--- src/rtl/fetch_stage_if.sv ---
// ---------------------------------------------------------------------------
// fetch_stage_if
// Bundles the fetch-stage control inputs, the instruction-memory port and the
// F-stage results into one interface.
//
// Signals (direction as seen by the fetch stage, modport slave):
//   in  en_f             F-stage enable (0 = stall, PC holds)
//   in  req              CP0 exception/interrupt request pulse
//   in  eret_d           eret currently in D
//   in  epc[31:0]        CP0 EPC value
//   in  ctrl_d           instruction in D is a branch/jump
//   in  branch_taken_d   D-stage branch condition true
//   in  branch_target_d  D-stage branch target
//   in  jump_d           D-stage j/jal
//   in  jump_target_d    j/jal target
//   in  jr_d             D-stage jr/jalr
//   in  jr_target_d      forwarded rs value
//   out i_inst_addr      instruction-memory address
//   in  i_inst_rdata     instruction-memory read data (combinational)
//   out pc_f             current fetch PC
//   out instruction_f    fetched instruction or 0
//   out exception_f      exception code (Int or AdEL)
//   out bd_f             fetched instruction is a delay slot
// The master modport is the mirror image, used by the surrounding pipeline.
// ---------------------------------------------------------------------------
interface fetch_stage_if;
   logic        en_f;
   logic        req;
   logic        eret_d;
   logic [31:0] epc;
   logic        ctrl_d;
   logic        branch_taken_d;
   logic [31:0] branch_target_d;
   logic        jump_d;
   logic [31:0] jump_target_d;
   logic        jr_d;
   logic [31:0] jr_target_d;
   logic [31:0] i_inst_addr;
   logic [31:0] i_inst_rdata;
   logic [31:0] pc_f;
   logic [31:0] instruction_f;
   logic [4:0]  exception_f;
   logic        bd_f;

   modport slave (
      input  en_f, req, eret_d, epc, ctrl_d, branch_taken_d, branch_target_d,
             jump_d, jump_target_d, jr_d, jr_target_d, i_inst_rdata,
      output i_inst_addr, pc_f, instruction_f, exception_f, bd_f
   );

   modport master (
      output en_f, req, eret_d, epc, ctrl_d, branch_taken_d, branch_target_d,
             jump_d, jump_target_d, jr_d, jr_target_d, i_inst_rdata,
      input  i_inst_addr, pc_f, instruction_f, exception_f, bd_f
   );
endinterface

--- src/rtl/fetch_stage.sv ---
// ---------------------------------------------------------------------------
// fetch_stage
// F-stage front end of the five-stage MIPS pipeline. Holds the fetch PC,
// picks the next PC (reset, exception entry, stall, eret, jr, j/jal, taken
// branch, sequential), drives the instruction-memory address and flags
// fetch address errors (AdEL).
//
// Ports:
//   clk    clock
//   reset  synchronous, active-high reset (PC <= RESET_PC)
//   bus    fetch_stage_if.slave, see the interface file for its signals
//
// Build option:
//   FETCH_RANGE_CHECK_EN  when defined, aligned fetches outside
//                         [IM_BASE, IM_TOP] also raise AdEL; otherwise only
//                         misaligned fetches do.
// ---------------------------------------------------------------------------
module fetch_stage #(
   parameter logic [31:0] RESET_PC   = 32'h0000_3000,
   parameter logic [31:0] HANDLER_PC = 32'h0000_4180,
   parameter logic [31:0] IM_BASE    = 32'h0000_3000,
   parameter logic [31:0] IM_TOP     = 32'h0000_6FFC,
   parameter logic [4:0]  EXC_INT    = 5'd0,
   parameter logic [4:0]  EXC_ADEL   = 5'd4
) (
   input logic          clk,
   input logic          reset,
   fetch_stage_if.slave bus
);

`ifdef FETCH_RANGE_CHECK_EN
   localparam logic RangeCheckOn = 1'b1;
`else
   localparam logic RangeCheckOn = 1'b0;
`endif

   logic [31:0] pc_q;
   logic [31:0] pc_d;
   logic        misaligned;
   logic        outOfRange;
   logic        addrError;

   // Next-PC selection. The exception request beats the stall because the
   // handler must be entered even while the pipeline is frozen; among the
   // D-stage redirects, eret beats jr beats j/jal beats a taken branch so
   // that an illegal overlap still resolves to a fixed answer.
   always_comb begin
      pc_d = pc_q + 32'd4;
      if (bus.req) begin
         pc_d = HANDLER_PC;
      end else if (!bus.en_f) begin
         pc_d = pc_q;
      end else if (bus.eret_d) begin
         pc_d = bus.epc;
      end else if (bus.jr_d) begin
         pc_d = bus.jr_target_d;
      end else if (bus.jump_d) begin
         pc_d = bus.jump_target_d;
      end else if (bus.ctrl_d && bus.branch_taken_d) begin
         pc_d = bus.branch_target_d;
      end
   end

   // The PC register. Reset wins over every redirect, including req.
   always_ff @(posedge clk) begin
      if (reset) begin
         pc_q <= RESET_PC;
      end else begin
         pc_q <= pc_d;
      end
   end

   // Fetch-address legality. An illegal PC is not corrected here; the
   // exception code travels down the pipe and CP0 answers with req.
   // The range term is a constant zero unless the range check is built in.
   always_comb begin
      misaligned = (pc_q[1:0] != 2'b00);
      outOfRange = RangeCheckOn && ((pc_q < IM_BASE) || (pc_q > IM_TOP));
      addrError  = misaligned || outOfRange;
   end

   // Outputs. Memory is still addressed with an illegal PC, but its data is
   // replaced by a nop so the faulting fetch cannot have side effects.
   always_comb begin
      bus.i_inst_addr   = pc_q;
      bus.pc_f          = pc_q;
      bus.bd_f          = bus.ctrl_d;
      bus.exception_f   = addrError ? EXC_ADEL : EXC_INT;
      bus.instruction_f = addrError ? 32'h0000_0000 : bus.i_inst_rdata;
   end

endmodule

--- src/flat_wrapper.sv ---
// flat-port wrapper written by rule: the top's interface ports become plain ports
module fetch_stage_flat 
#(
   parameter logic [31:0] RESET_PC   = 32'h0000_3000,
   parameter logic [31:0] HANDLER_PC = 32'h0000_4180,
   parameter logic [31:0] IM_BASE    = 32'h0000_3000,
   parameter logic [31:0] IM_TOP     = 32'h0000_6FFC,
   parameter logic [4:0]  EXC_INT    = 5'd0,
   parameter logic [4:0]  EXC_ADEL   = 5'd4
)
  (clk, reset, bus_en_f, bus_req, bus_eret_d, bus_epc, bus_ctrl_d, bus_branch_taken_d, bus_branch_target_d, bus_jump_d, bus_jump_target_d, bus_jr_d, bus_jr_target_d, bus_i_inst_rdata, bus_i_inst_addr, bus_pc_f, bus_instruction_f, bus_exception_f, bus_bd_f);
  fetch_stage_if bus_i ();
  input logic clk;
  input logic reset;
  input wire logic [$bits(bus_i.en_f)-1:0] bus_en_f;
  input wire logic [$bits(bus_i.req)-1:0] bus_req;
  input wire logic [$bits(bus_i.eret_d)-1:0] bus_eret_d;
  input wire logic [$bits(bus_i.epc)-1:0] bus_epc;
  input wire logic [$bits(bus_i.ctrl_d)-1:0] bus_ctrl_d;
  input wire logic [$bits(bus_i.branch_taken_d)-1:0] bus_branch_taken_d;
  input wire logic [$bits(bus_i.branch_target_d)-1:0] bus_branch_target_d;
  input wire logic [$bits(bus_i.jump_d)-1:0] bus_jump_d;
  input wire logic [$bits(bus_i.jump_target_d)-1:0] bus_jump_target_d;
  input wire logic [$bits(bus_i.jr_d)-1:0] bus_jr_d;
  input wire logic [$bits(bus_i.jr_target_d)-1:0] bus_jr_target_d;
  input wire logic [$bits(bus_i.i_inst_rdata)-1:0] bus_i_inst_rdata;
  output wire logic [$bits(bus_i.i_inst_addr)-1:0] bus_i_inst_addr;
  output wire logic [$bits(bus_i.pc_f)-1:0] bus_pc_f;
  output wire logic [$bits(bus_i.instruction_f)-1:0] bus_instruction_f;
  output wire logic [$bits(bus_i.exception_f)-1:0] bus_exception_f;
  output wire logic [$bits(bus_i.bd_f)-1:0] bus_bd_f;
  assign bus_i.en_f = bus_en_f;
  assign bus_i.req = bus_req;
  assign bus_i.eret_d = bus_eret_d;
  assign bus_i.epc = bus_epc;
  assign bus_i.ctrl_d = bus_ctrl_d;
  assign bus_i.branch_taken_d = bus_branch_taken_d;
  assign bus_i.branch_target_d = bus_branch_target_d;
  assign bus_i.jump_d = bus_jump_d;
  assign bus_i.jump_target_d = bus_jump_target_d;
  assign bus_i.jr_d = bus_jr_d;
  assign bus_i.jr_target_d = bus_jr_target_d;
  assign bus_i.i_inst_rdata = bus_i_inst_rdata;
  assign bus_i_inst_addr = bus_i.i_inst_addr;
  assign bus_pc_f = bus_i.pc_f;
  assign bus_instruction_f = bus_i.instruction_f;
  assign bus_exception_f = bus_i.exception_f;
  assign bus_bd_f = bus_i.bd_f;
  fetch_stage #(.RESET_PC(RESET_PC), .HANDLER_PC(HANDLER_PC), .IM_BASE(IM_BASE), .IM_TOP(IM_TOP), .EXC_INT(EXC_INT), .EXC_ADEL(EXC_ADEL)) u_core (.clk(clk), .reset(reset), .bus(bus_i));
endmodule
--- config.mk ---
export PLATFORM = sky130hd
export DESIGN_NAME = fetch_stage_flat
export DESIGN_NICKNAME = d
export VERILOG_FILES = /design/src/rtl/fetch_stage_if.sv /design/src/rtl/fetch_stage.sv /design/src/flat_wrapper.sv
export SDC_FILE = /design/constraint.sdc
export NUM_CORES = 1
export LEC_CHECK = 0
export CAP_MARGIN = 0
export CORE_ASPECT_RATIO = 0.6
export CORE_UTILIZATION = 33
export CTS_BUF_LIST = sky130_fd_sc_hd__clkbuf_2 sky130_fd_sc_hd__clkbuf_4 sky130_fd_sc_hd__clkbuf_8
export DETAILED_ROUTE_END_ITERATION = 16
export GPL_TIMING_DRIVEN = 0
export PLACE_DENSITY_LB_ADDON = 0.12
export SYNTH_ARGS = -nofsm -noshare
export SYNTH_HDL_FRONTEND = slang
export SYNTH_SLANG_ARGS = --single-unit
--- constraint.sdc ---
create_clock -name clk -period 2.54 [get_ports clk]
set_input_delay 0.254 -clock clk [delete_from_list [all_inputs] [get_ports clk]]
set_output_delay 0.254 -clock clk [all_outputs]
set_load 0.02 [all_outputs]
[Word level (Yosys, flattened, before mapping)]
Cells that the tools add are included.
Cells by class
  reduce and logical (&&, ||, !) cells: 4
  add/subtract/negate cells: 1
  muxes and demuxes: 8
Operators by type and width (count)
  32-bit two-way mux: 5
  32-bit by 3-bit adder with 32-bit output (second input constant): 1
  15-bit two-way mux: 2
  2-bit nonzero test: 2
  3-bit two-way mux: 1
  2-bit OR reduction: 1
  1-bit logical AND: 1
Word-level totals
  bits in registers: 32
  output and inout bits: 102
  logic and storage cells: 15

[Longest topological paths before layout]
  depth after elaboration: 7
  mapped depth: 8
  depth with buffers taken out: 6

[Least setup slack after synthesis]
No wires, ideal clock.
  path type: reg-to-reg
  start point: register u_core.pc_q[7], in the netlist u_core.bus.i_inst_addr[7]
  end point: register u_core.pc_q[29], in the netlist u_core.bus.i_inst_addr[29]
  data arrival time: 2.164 ns
  required time: 2.445 ns
  buffers on the path: 3
  clock period less this slack: 2.259 ns
  library setup time: 0.095 ns
  slack: 0.281 ns
  stages on the path, launching flop included: 9
  path through: dfxtp_1 buf_2 nand4_2 or4_1 buf_2 buf_2 nor4_1 o21ai_1 a221oi_1
On the way
  longest elaborated chain between the ends: 5
Ends and longest elaborated chain
  start: declaration: line fetch_stage.sv:37  | logic [31:0] pc_q;
  start signal: assignment: line fetch_stage.sv:69  | pc_q <= pc_d;
  32-bit by 3-bit adder with 32-bit output: line fetch_stage.sv:48  | pc_d = pc_q + 32'd4;
  32-bit two-way mux: line fetch_stage.sv:59  | end else if (bus.ctrl_d && bus.branch_taken_d) begin
  32-bit two-way mux: line fetch_stage.sv:57  | end else if (bus.jump_d) begin
  32-bit two-way mux: line fetch_stage.sv:55  | end else if (bus.jr_d) begin
  32-bit two-way mux: line fetch_stage.sv:53  | end else if (bus.eret_d) begin
No other way between the ends.
A chain may end at the register's enable or synchronous reset.

[Final worst setup path]
  start point: register u_core.pc_q[4], in the netlist u_core.bus.i_inst_addr[4]
  end point: register u_core.pc_q[31], in the netlist u_core.bus.i_inst_addr[31]
The elaborated chain is that of the path after synthesis.

==> results_dict.tcl <==
set metrics [dict create \
    syn_area_um2 3490 \
    powerDensity_nw_per_um2 343 \
    synth.top_cells.by_area "dfxtp_1, buf_4, and2_1" \
    switching_share_pct 37.2 \
    wirelength_mm 19.6 \
    fin_cells 913 \
    path_cells "and4_1, clkbuf_1, nand3_1, nor4_4, xnor2_1, a2111oi_2" \
    clockPowerShare_pct 21.3 \
    route.detailed.drc 0 \
    postCtsSetupBuffers 0 \
    io_pins 271 \
    cts_resized 4 \
    start_util_pct 34.8 \
    max_freq_mhz 399 \
    cap_violations 0 \
    power.total_mw 2.21 \
    rsz0062_at_grt "false" \
    status "finished, final reports clean" \
    synth_enable_flop_cells 0 \
    global_route.usage.total_pct 34.2 \
    tightestPinTransition_ns 0.880 \
    grt_pass1_wl_mm 28.2 \
    skew_ns 0.00594 \
    antenna_found_initial 0 \
    antenna_left 0 \
    grt_overflow_total 0 \
    synth_cell_types 57 \
    synth_ff_type "dfxtp_1" \
    cp.required_ns 2.74 \
    area_delta_synth_final_pct 84.6 \
    post-route-util_pct 64.2 \
    ys_seq_area_share_pct 18.3 \
    yosysMostFrequentCell "nand2_1" \
    largest_reg_flops 30 \
    period_share_pct 98.8 \
    post-place-ws_ns -0.598 \
    slew_headroom_pct 41.1 \
    synth_top_area_share_pct 18.3 \
    setup_viol 0 \
    critPathLaunchType "flop" \
    finalMaxSlewViolations 0 \
    fill_cells 872 \
    cts_hold_buf 0 \
    grt_pass1_vias 5072 \
    core_um2 10100 \
    layout-drive-gt1-share_pct 8.87 \
    rows 28 \
    vias 5344 \
    die_area_um2 11000 \
    register_area_um2 643 \
    wl_per_cell_um 21.5 \
    setup_ws_ns 0.0307 \
    pwr-share-seq_pct 27.7 \
    synth_area_per_cell_um2 6.95 \
    crit_buf_inv 1 \
    numPortBuffers 264 \
    yosysWarnings 0 \
    period_minus_slack_ns 2.51 \
    dp_hpwl_mm 15.3 \
    ys_ff_latch 32 \
    clock-root-buffer "clkbuf_8" \
    critPathKind "reg -> reg" \
    min_path_type "in -> reg" \
    cpMaxStageDelayCell "dfxtp_1" \
    cts-buffers-inserted 5 \
    cp-end-kind "flop" \
    nets 947 \
    gp_congestion 0.968 \
    dp.cells 905 \
    worstSkewPairLatency_ns 0.31 \
    htreeDepth 2 \
    drtPass1Iterations 7 \
    synthArstFlopShare_pct 0 \
    combPwrFrac_pct 51.0 \
    die_w_um 135 \
    synth_common_cells "nand2_1, buf_4, and2_1" \
    clockBufferDepth 2 \
    drt_iter0_drc 569 \
    cts_tree "built" \
    clkSinkCount 32 \
    intPower_mw 1.39 \
    finalHoldViolCount 0 \
    synth_top_cell_by_area "dfxtp_1" \
    crit_path_max_fanout 9 \
    die_y_um 81.7 \
    cp_top_family "simple AND/OR/NAND/NOR gates" \
    ir_drop_v 0.000205 \
    worstPathArrival_ns 2.71 \
    fin_area_um2 6450 \
    place_area_um2 6320 \
    grt_max_degree 11 \
    p_leak_nw 2.33 \
    vias_per_cell 5.85 \
    multi_input_area_um2 2400 \
    p_switching_mw 0.824 \
    critPathMaxStageDelay_ns 0.55 \
    clkTransAtPathRegs_ns 0.08 \
    insertedDiodeCount 0 \
    syn_inst 503 \
]
## power by group through the flow
stage	sequential, mW	combinational, mW	clock [mW]
detailed placement	0.620	1.11	0
floorplan	0.647	0.451	0
CTS	0.609	1.11	0.464
global route	0.620	1.19	0.486
global placement	0.618	1.09	0
finish	0.613	1.13	0.472
## placed cells by master, fill, tap and decap left out, types with 6 or more instances in the layout
cell and count:
nor2b_1 11, clkdlybuf4s50_1 264, and4_1 7, a211oi_1 15
a21oi_1 27, nor3_1 22, nor4_1 7, a221o_1 7
buf_4 38, inv_1 15, dfxtp_1 30, a221oi_1 17
nand3_1 16, nand4_1 10, clkbuf_2 6, nand2_1 41
xor2_1 9, o21ai_0 32, xnor2_1 9, and2_1 34
clkbuf_1 26, nor2_1 28, nand2b_1 6, clkbuf_8 6
o22ai_1 18
## path summary, 6_finish.rpt
kind / from / to / slack, ns / depth (start not counted)
max: u_core.bus.i_inst_addr[4] / u_core.bus.i_inst_addr[31] / 0.03 / 6
min: reset / u_core.bus.i_inst_addr[8] / 0.35 / 2
max reg2reg: u_core.bus.i_inst_addr[4] / u_core.bus.i_inst_addr[31] / 0.03 / 6
min reg2reg: u_core.bus.i_inst_addr[18] / u_core.bus.i_inst_addr[18] / 0.61 / 2
## logic make-up (layout without fill, tap and decap cells)
kind of cell | Yosys count | after routing | share of synthesized area (%)
flip-flops | 32 | 32 | 18.3
adder cells (fa/ha/maj) | 1 | 1 | 0.358
buffers and inverters | 93 | 365 | 14.2
multiplexers | 3 | 3 | 0.859
AO/OA/AOI/OAI | 159 | 159 | 31.5
XOR/XNOR | 18 | 18 | 4.51
AND/OR/NAND/NOR | 196 | 196 | 30.1
other | 1 | 4 | 0.107
## per-layer routing
layer  vias to the layer above  GRT usage [%]  share of wire, %
li1                       2380              -                 -
met1                      2440           44.9                41
met2                       461           51.5                42
met3                        63           12.0                15
met4                         0           11.7               2.5
met5                         -           3.70                 0
## stage by stage
step	TNS, ns	hold WS, ns
after floorplan	0	0.402
after global routing	0	0.367
after CTS	0	0.343
after detailed placement	-9.79	0.574
after global placement	-8.81	0.567
final	0	0.349
## cell type report
cell class                      instances  share of cell area, %
Sequential cell                        32                   9.97
Multi-Input combinational cell        381                   37.1
Clock buffer                            8                   1.51
Buffer                                 78                   6.92
Timing Repair Buffer                  264                   41.0
Inverter                               15                  0.873
Tap cell                              135                   2.62
No activity file was read; power rests on OpenSTA's default activity.
